### config.mk
export PLATFORM = sky130hd
export DESIGN_NAME = muldiv_unit
export DESIGN_NICKNAME = d
export VERILOG_FILES = /design/src/rtl/muldiv_pkg.sv /design/src/rtl/muldiv_unit.sv
export SDC_FILE = /design/constraint.sdc
export NUM_CORES = 1
export LEC_CHECK = 0
export BUFFER_PORTS_ARGS = -buffer_cell sky130_fd_sc_hd__buf_4
export CAP_MARGIN = 5
export CORE_ASPECT_RATIO = 0.5
export CORE_UTILIZATION = 35
export DETAILED_ROUTE_END_ITERATION = 12
export SKIP_LAST_GASP = 1
export SYNTH_ARGS = -nofsm -noshare
export SYNTH_HDL_FRONTEND = slang
export SYNTH_SLANG_ARGS = --single-unit
### constraint.sdc
create_clock -name clk -period 8.49 [get_ports clk]
set_input_delay 0.4245 -clock clk [delete_from_list [all_inputs] [get_ports clk]]
set_output_delay 0.4245 -clock clk [all_outputs]
set_load 0.01 [all_outputs]
### src/rtl/muldiv_pkg.sv
// Shared encodings for the iterative multiply/divide unit.
// Holds the RV32M funct3 operation enum, the FSM state enum and
// small helpers that decode operand signedness from the operation.
package muldiv_pkg;

  typedef enum logic [2:0] {
    OP_MUL    = 3'b000,
    OP_MULH   = 3'b001,
    OP_MULHSU = 3'b010,
    OP_MULHU  = 3'b011,
    OP_DIV    = 3'b100,
    OP_DIVU   = 3'b101,
    OP_REM    = 3'b110,
    OP_REMU   = 3'b111
  } muldiv_op_e;

  typedef enum logic [1:0] {
    ST_IDLE = 2'b00,
    ST_CALC = 2'b01,
    ST_DONE = 2'b10
  } muldiv_state_e;

  // SrcA is treated as two's complement (MUL low half is sign-agnostic, so it counts as unsigned)
  function automatic logic op_signed_a(input muldiv_op_e op);
    return (op == OP_MULH) || (op == OP_MULHSU) || (op == OP_DIV) || (op == OP_REM);
  endfunction

  // SrcB is treated as two's complement
  function automatic logic op_signed_b(input muldiv_op_e op);
    return (op == OP_MULH) || (op == OP_DIV) || (op == OP_REM);
  endfunction

  // Divide-family operation (DIV, DIVU, REM, REMU)
  function automatic logic op_is_div(input muldiv_op_e op);
    return op[2];
  endfunction

endpackage

### src/rtl/muldiv_unit.sv
// Iterative RV32M multiply/divide: shift-add multiply, restoring divide on one shared adder.
// Latency: Done DATA_WIDTH+1 cycles after Start; 1 cycle for divide-by-zero / signed overflow.
// Backpressure: none; Start is only honoured in IDLE and ignored while Busy.
module muldiv_unit
  import muldiv_pkg::*;
#(
  parameter int DATA_WIDTH = 32
) (
  input  logic                  clk,
  input  logic                  rst,
  input  logic                  Start,
  input  logic [2:0]            MulDivOp,
  input  logic [DATA_WIDTH-1:0] SrcA,
  input  logic [DATA_WIDTH-1:0] SrcB,
  output logic [DATA_WIDTH-1:0] Result,
  output logic                  Busy,
  output logic                  Done,
  output logic                  Zero
);

  localparam int W  = DATA_WIDTH;
  localparam int CW = $clog2(W);
  localparam logic [CW-1:0] LAST    = CW'(W - 1);
  localparam logic [W-1:0]  MIN_NEG = {1'b1, {(W-1){1'b0}}};

  muldiv_state_e state_q, state_d;
  muldiv_op_e    op_q, op_d;
  logic [CW-1:0] cnt_q, cnt_d;
  logic          a_neg_q, a_neg_d;   // dividend/multiplicand was negative
  logic [W-1:0]  b_q, b_d;           // raw multiplier/divisor
  logic [2*W-1:0] acc_q, acc_d;      // {hi, lo}: product, or {remainder, quotient}
  logic          busy_q, busy_d;
  logic          done_q, done_d;
  logic [W-1:0]  result_q, result_d;

  // Datapath scratch
  muldiv_op_e    op_in;
  logic          b_neg, is_div, no_borrow, a_neg_in;
  logic [W-1:0]  mag_b, mag_a_in, quo, rem, fix;
  logic [W:0]    add_a, add_b;
  logic [W+1:0]  sum;
  logic [2*W-1:0] acc_step, prod;

  // One shared adder: hi += multiplier (multiply) or partial remainder - divisor (divide)
  always_comb begin
    op_in    = muldiv_op_e'(MulDivOp);
    is_div   = op_is_div(op_q);
    b_neg    = op_signed_b(op_q) && b_q[W-1];
    mag_b    = b_neg ? -b_q : b_q;
    add_a    = is_div ? acc_q[2*W-1:W-1] : {1'b0, acc_q[2*W-1:W]};
    add_b    = is_div ? ~{1'b0, mag_b} : (acc_q[0] ? {1'b0, mag_b} : '0);
    sum      = {1'b0, add_a} + {1'b0, add_b} + (W+2)'(is_div);
    // carry out of the widened subtract means partial remainder >= divisor
    no_borrow = sum[W+1];
    if (is_div)
      acc_step = {(no_borrow ? sum[W-1:0] : add_a[W-1:0]), acc_q[W-2:0], no_borrow};
    else
      acc_step = {sum[W:0], acc_q[W-1:1]};
  end

  // Sign fixup of the final magnitudes, applied as the result enters DONE
  always_comb begin
    prod = (a_neg_q ^ b_neg) ? -acc_step : acc_step;
    quo  = acc_step[W-1:0];
    rem  = acc_step[2*W-1:W];
    case (op_q)
      OP_MUL:                        fix = prod[W-1:0];
      OP_MULH, OP_MULHSU, OP_MULHU:  fix = prod[2*W-1:W];
      OP_DIV, OP_DIVU:               fix = (a_neg_q ^ b_neg) ? -quo : quo;
      default:                       fix = a_neg_q ? -rem : rem;
    endcase
  end

  // Next-state logic for the IDLE -> CALC -> DONE sequence
  always_comb begin
    state_d  = state_q;
    op_d     = op_q;
    cnt_d    = cnt_q;
    a_neg_d  = a_neg_q;
    b_d      = b_q;
    acc_d    = acc_q;
    busy_d   = busy_q;
    done_d   = 1'b0;
    result_d = result_q;
    a_neg_in = op_signed_a(op_in) && SrcA[W-1];
    mag_a_in = a_neg_in ? -SrcA : SrcA;
    case (state_q)
      ST_IDLE: begin
        if (Start) begin
          op_d    = op_in;
          a_neg_d = a_neg_in;
          b_d     = SrcB;
          acc_d   = {{W{1'b0}}, mag_a_in};
          cnt_d   = '0;
          busy_d  = 1'b1;
          if (op_is_div(op_in) && (SrcB == '0)) begin
            result_d = op_in[1] ? SrcA : '1;
            done_d   = 1'b1;
            state_d  = ST_DONE;
          end else if (((op_in == OP_DIV) || (op_in == OP_REM)) &&
                       (SrcA == MIN_NEG) && (SrcB == '1)) begin
            result_d = (op_in == OP_DIV) ? SrcA : '0;
            done_d   = 1'b1;
            state_d  = ST_DONE;
          end else begin
            state_d  = ST_CALC;
          end
        end
      end
      ST_CALC: begin
        acc_d = acc_step;
        if (cnt_q == LAST) begin
          cnt_d    = '0;
          result_d = fix;
          done_d   = 1'b1;
          state_d  = ST_DONE;
        end else begin
          cnt_d = cnt_q + 1'b1;
        end
      end
      ST_DONE: begin
        busy_d  = 1'b0;
        state_d = ST_IDLE;
      end
      default: begin
        busy_d  = 1'b0;
        state_d = ST_IDLE;
      end
    endcase
  end

  // State, datapath and registered outputs
  always_ff @(posedge clk or posedge rst) begin
    if (rst) begin
      state_q  <= ST_IDLE;
      op_q     <= OP_MUL;
      cnt_q    <= '0;
      a_neg_q  <= 1'b0;
      b_q      <= '0;
      acc_q    <= '0;
      busy_q   <= 1'b0;
      done_q   <= 1'b0;
      result_q <= '0;
    end else begin
      state_q  <= state_d;
      op_q     <= op_d;
      cnt_q    <= cnt_d;
      a_neg_q  <= a_neg_d;
      b_q      <= b_d;
      acc_q    <= acc_d;
      busy_q   <= busy_d;
      done_q   <= done_d;
      result_q <= result_d;
    end
  end

  assign Result = result_q;
  assign Busy   = busy_q;
  assign Done   = done_q;
  assign Zero   = (result_q == '0);

endmodule

Yosys cells after proc, flatten, opt, wreduce, memory -nomap -nowiden
Cells that the tools add are included.
{"block": "totals", "reg_bits": 141, "inputBits": 70, "out_inout_bits": 35}
{"block": "classes", "n_addsub": 8, "bitwise_logic": 3, "n_mux": 35, "eq_ne": 17, "reduce_logical": 23}
{"cell": "$mux W32", "count": 12}
{"cell": "$mux W64", "count": 3}
{"cell": "$neg A32 Y32", "count": 4}
{"cell": "$pmux W64 S2", "count": 1}
{"cell": "$pmux W32 S3", "count": 1}
{"cell": "$mux W33", "count": 2}
{"cell": "$eq A32 B32 Y1 const B", "count": 2}
{"cell": "$logic_not A32 Y1", "count": 2}
{"cell": "$neg A64 Y64", "count": 1}
{"cell": "$pmux W32 S2", "count": 1}
{"cell": "$add A33 B33 Y34", "count": 1}
{"cell": "$add A34 B1 Y34", "count": 1}
{"cell": "$not A32 Y33", "count": 1}
{"cell": "$eq A3 B3 Y1 const B", "count": 5}
{"cell": "$mux W5", "count": 2}
{"cell": "$pmux W5 S2", "count": 1}
{"cell": "$eq A3 B2 Y1 const B", "count": 3}
{"cell": "$mux W2", "count": 4}
{"cell": "$reduce_and A2 Y1", "count": 4}
{"cell": "$eq A3 B1 Y1 const B", "count": 2}
{"cell": "$logic_or A1 B1 Y1", "count": 6}
{"cell": "$add A5 B1 Y5 const B", "count": 1}
{"cell": "$eq A5 B5 Y1 const B", "count": 1}
{"cell": "$logic_and A1 B1 Y1", "count": 5}
{"cell": "14 further kinds", "count": 20}

Longest topological paths before layout
{"block": "logic_depth", "ltp_word": 16, "depth_mapped": 35, "depth_no_buf": 30}

Least setup slack after synthesis
Ideal clock, no wire load.
{"block": "synth_timing", "kind": "register to register", "startpoint": "reg op_q[2]", "endpoint": "reg result_q[30] (netlist: Result[30])", "arrival_time_ns": 7.540, "required_time_ns": 8.394, "setup_time_ns": 0.096, "path_stages_with_launch": 30, "slack_ns": 0.855, "synth_period_minus_slack_ns": 7.635, "cell_sequence": "dfrtp_1 > buf_2 > buf_2 > buf_2 > buf_1 > clkbuf_1 > buf_1 > clkbuf_1 > buf_1 > buf_1 > mux2_2 > ha_1 > buf_2 > a21oi_2 > o21ai_1 > o2bb2ai_1 > o31ai_4 > buf_2 > a21oi_1 > a221oi_2 > ha_1 > nand4b_1 > nand2b_1 > nand4b_1 > or3_1 > buf_2 > o41ai_2 > xnor2_1 > a221oi_1 > o31ai_1"}
{"block": "synth_via", "elab_chain_cells": 16, "elab_cells_between_ends": 31}
{"item": "start: declaration", "line_no": "muldiv_unit.sv:27", "rtl": "muldiv_op_e op_q, op_d;"}
{"item": "start signal: assignment", "line_no": "muldiv_unit.sv:146", "rtl": "op_q <= op_d;"}
{"item": "$eq A3 B1 Y1 / $eq A3 B3 Y1 (equally long branches)", "line_no": "muldiv_pkg.sv:30, muldiv_unit.sv:66"}
{"item": "$logic_or A1 B1 Y1 (2 in series)", "line_no": "muldiv_pkg.sv:30", "rtl": "return (op == OP_MULH) || (op == OP_DIV) || (op == OP_REM);"}
{"item": "$logic_and A1 B1 Y1", "line_no": "muldiv_unit.sv:48", "rtl": "b_neg = op_signed_b(op_q) && b_q[W-1];"}
{"item": "$mux W32", "line_no": "muldiv_unit.sv:49", "rtl": "mag_b = b_neg ? -b_q : b_q;"}
{"item": "$mux W32 / $not A32 Y33 (equally long branches)", "line_no": "muldiv_unit.sv:51", "rtl": "add_b = is_div ? ~{1'b0, mag_b} : (acc_q[0] ? {1'b0, mag_b} : '0);"}
{"item": "$mux W33", "line_no": "muldiv_unit.sv:51"}
{"item": "$add A33 B33 Y34", "line_no": "muldiv_unit.sv:52", "rtl": "sum = {1'b0, add_a} + {1'b0, add_b} + (W+2)'(is_div);"}
{"item": "$add A34 B1 Y34", "line_no": "muldiv_unit.sv:52"}
{"item": "$mux W32", "line_no": "muldiv_unit.sv:56", "rtl": "acc_step = {(no_borrow ? sum[W-1:0] : add_a[W-1:0]), acc_q[W-2:0], no_borrow};"}
{"item": "$mux W64", "line_no": "muldiv_unit.sv:55", "rtl": "if (is_div)"}
{"item": "$neg A64 Y64 / $neg A32 Y32 (equally long branches)", "line_no": "muldiv_unit.sv:63, muldiv_unit.sv:70"}
{"item": "$mux W64 / $mux W32 (equally long branches)", "line_no": "muldiv_unit.sv:63, muldiv_unit.sv:70"}
{"item": "$pmux W32 S3 (*)", "line_no": "muldiv_unit.sv:66", "rtl": "case (op_q)"}
{"item": "$mux W32 (*)", "line_no": "muldiv_unit.sv:112", "rtl": "if (cnt_q == LAST) begin"}
{"item": "$pmux W32 S2 (*)", "line_no": "muldiv_unit.sv:87", "rtl": "case (state_q)"}
{"item": "end signal: assignment", "line_no": "muldiv_unit.sv:153", "rtl": "result_q <= result_d;"}
{"item": "end: declaration", "line_no": "muldiv_unit.sv:34", "rtl": "logic [W-1:0] result_q, result_d;"}
Every way passes the cells marked *; elsewhere a longest branch is shown, timed or not. The select of a mux whose other input is x is not followed.
A chain may end at the register's enable or synchronous reset.

Worst setup path after layout
{"block": "layout_timing", "startpoint": "reg b_q[2]", "endpoint": "reg result_q[30] (netlist: Result[30])"}
{"block": "layout_via", "elab_chain_cells": 13, "elab_cells_between_ends": 18}
{"item": "start: declaration", "line_no": "muldiv_unit.sv:30", "rtl": "logic [W-1:0] b_q, b_d;"}
{"item": "start signal: assignment", "line_no": "muldiv_unit.sv:139", "rtl": "b_q <= '0;"}
{"item": "start signal: assignment", "line_no": "muldiv_unit.sv:149", "rtl": "b_q <= b_d;"}
{"item": "$neg A32 Y32", "line_no": "muldiv_unit.sv:49"}
{"item": "$mux W32 (*)", "line_no": "muldiv_unit.sv:49"}
{"item": "$mux W32 / $not A32 Y33 (equally long branches)", "line_no": "muldiv_unit.sv:51"}
{"item": "$mux W33 (*)", "line_no": "muldiv_unit.sv:51"}
{"item": "$add A33 B33 Y34 (*)", "line_no": "muldiv_unit.sv:52"}
{"item": "$add A34 B1 Y34 (*)", "line_no": "muldiv_unit.sv:52"}
{"item": "$mux W32", "line_no": "muldiv_unit.sv:56"}
{"item": "$mux W64 (*)", "line_no": "muldiv_unit.sv:55"}
{"item": "$neg A64 Y64 / $neg A32 Y32 (equally long branches)", "line_no": "muldiv_unit.sv:63, muldiv_unit.sv:70"}
{"item": "$mux W64 / $mux W32 (equally long branches)", "line_no": "muldiv_unit.sv:63, muldiv_unit.sv:70"}
{"item": "$pmux W32 S3 (*)", "line_no": "muldiv_unit.sv:66"}
{"item": "$mux W32 (*)", "line_no": "muldiv_unit.sv:112"}
{"item": "$pmux W32 S2 (*)", "line_no": "muldiv_unit.sv:87"}
Marks and branches as above.

==> results.yml <==
layout:
  drive_above_1_share_pct: 14.1
  syn_to_final_growth_pct: 13.2
  fillCellCount: 4114
  n_antenna_cell: 0
  final_nets: 2018
yosys:
  syn_inst: 1875
  ys_seq_area_share_pct: 25.0
  async_flop_share_pct: 100
  synth_area_um2: 14100
  yosys_warnings: 0
  ys_seq_elements: 141
  synth_fp_nets: 1985
  ys.flop_type: "dfrtp_1"
  synth-edff-count: 0
  avgSynthCellArea_um2: 7.52
  synth.distinct_cells: 99
sta:
  period_share_pct: 88.6
  rsz0062_at_grt: "false"
  post-route-min-period_ns: 7.52
  slew_violations: 0
  finClkSkew_ns: 0.0113
  slew-limit-headroom_pct: 21.5
  tightestPinTransition_ns: 1.17
  fin_tns_setup_ns: 0
  fmax_mhz: 133
  setup_viol: 0
  hold_viol: 0
setup_path:
  required_ns: 8.80
  regToRegStartpoint: "b_q[2]"
  reg2reg_slack_ns: 0.97
  worstSetupStartpointType: "flip-flop"
  slowest_stage: "or3_1"
  path_class: "flip-flop to flip-flop"
  r2r_cells: 25
  slowest_delay_ns: 0.59
  r2r-end: "Result[30]"
  critPathArrivalTime_ns: 7.83
  endpoint_kind: "flip-flop"
  cp_max_fo: 10
  cpMostUsedCell: "a21oi_1"
global_routing:
  grt.total_usage_pct: 27.1
  grt_max_degree: 83
  use_met1_pct: 42.1
  grt_pass1_vias: 13600
  grtUsageMet2_pct: 36.1
  busiest_layer: "met1"
  grt_pass1_wl_um: 85300
  antenna_found_initial: 0
  groute.layer.met3.usage_pct: 7.65
  overflow: 0
floorplanning:
  die_y_um: 144
  rows: 51
  die_x_um: 286
  die_area_um2: 41100
  start_util_pct: 35.9
  io_pins: 105
  core_um2: 39300
routing:
  firstDrtPassIters: 6
  dr_total_vias: 15100
  via_per_inst: 6.17
  post_drt_wl_per_cell_um: 22.9
  postRouteAntennaNets: 0
  finalWirelength_um: 56000
  drt_iter0_drc: 1999
  drc: 0
clock_tree:
  hold_buffers: 0
  clk_latency_ns: 0.45
  clock-sinks: 141
  ctsResizeCount: 0
  cts_htree_levels: 4
  clkTransAtPathRegs_ns: 0.07
  numCtsBuffers: 17
  root_buffer: "clkbuf_16"
  cts_setup_buffers: 0
  clock_path_buffers: 2
  cts_tree: "built"
place:
  place_hpwl_um: 42700
  port_buffers: 104
  gp_congestion: 0.953
run_status:
  status: "finished clean"
min_path:
  hold_path_class: "input pin to async pin"
job:
  cap_violations: 0
kinds of logic after synthesis:
group	count (synthesis)	synth area share (%)
flops	141	25.0
compound gates	640	30.2
mux	66	5.03
buf+inv	165	4.64
xor+xnor	142	8.83
fa+ha+maj	40	3.66
simple gates	681	22.6
registers in the layout, indices dropped and copies added (netlist names):
signal and count:
acc_q 64, cnt_q 5, b_q 32, op_q 3, Busy 1, Done 1, Result 32, a_neg_q 1
state_q 2
worst max-delay path by stage:
stage | from | end | cells past startpoint
floorplan | op_q[2] | Result[30] | 29
global placement | b_q[2] | Result[30] | 26
detailed placement | b_q[2] | Result[30] | 25
CTS | b_q[2] | Result[30] | 23
global route | b_q[2] | Result[2] | 28
finish | b_q[2] | Result[30] | 25
placed cells by master, fill, tap and decap left out, drive strengths merged, types with 23 or more instances in the layout:
master / netlist / routed
a21oi: 170 / 170
a31oi: 25 / 25
buf: 31 / 139
dfrtp: 141 / 141
ha: 38 / 38
inv: 39 / 40
mux2: 39 / 39
mux2i: 27 / 27
nand2: 310 / 310
nand3: 25 / 25
nand4: 23 / 23
nor2: 123 / 123
nor3: 52 / 52
nor4: 31 / 31
o21ai: 181 / 181
o31ai: 38 / 38
xnor2: 85 / 85
xor2: 57 / 57
synthesized netlist by cell type, types with 25 or more instances:
| cell | number | area [um^2] |
|---|---|---|
| nor4_1 | 31 | 194 |
| inv_1 | 38 | 143 |
| nand2_1 | 309 | 1160 |
| nor3_1 | 49 | 245 |
| a21oi_1 | 166 | 831 |
| ha_1 | 38 | 475 |
| clkbuf_1 | 94 | 353 |
| xor2_1 | 57 | 499 |
| dfrtp_1 | 141 | 3530 |
| nor2_1 | 122 | 458 |
| xnor2_1 | 85 | 744 |
| o31ai_1 | 36 | 270 |
| mux2_2 | 38 | 428 |
| o21ai_0 | 166 | 831 |
| mux2i_1 | 27 | 270 |
| nand3_1 | 25 | 125 |
final cells by class:
| class | instances | area, um^2 | share of cell area [%] |
|---|---|---|---|
| Inverter | 40 | 155 | 0.972 |
| Clock buffer | 20 | 457 | 2.86 |
| Timing Repair Buffer | 139 | 1040 | 6.54 |
| Tap cell | 530 | 663 | 4.16 |
| Multi-Input combinational cell | 1569 | 9960 | 62.5 |
| Clock inverter | 12 | 139 | 0.871 |
| Sequential cell | 141 | 3530 | 22.1 |
worst max-delay path: cells and delay by family, from the launching register on:
family | cells | cell delay [ns]
compound gates | 11 | 2.84
flops | 1 | 0.42
fa+ha+maj | 2 | 0.70
xor+xnor | 2 | 0.27
simple gates | 10 | 3.13
routing by layer:
layer,vias to the layer above,part of all wire (%)
met1,7350,49
li1,6987,-
met2,730,39
met3,52,11
met4,0,1.1
met5,-,0
stage by stage:
stage | cell area [um^2] | worst slack (ns) | utilization [%] | std cells | hold WS, ns
final | 16000 | 0.972 | 40.6 | 2451 | 0.0986
after global routing | 16000 | 0.439 | 40.6 | 2451 | 0.188
after CTS | 16000 | 1.21 | 40.6 | 2451 | 0.160
after detailed placement | 15400 | 1.23 | 39.1 | 2419 | 0.504
after global placement | 15400 | 1.32 | 39.1 | 2419 | 0.492
after floorplan | 14100 | 0.855 | - | 1875 | 0.460
Power is left out: the tool's default activity adds up to more than one toggle a clock period on the data nets, which glitch-free logic cannot reach.
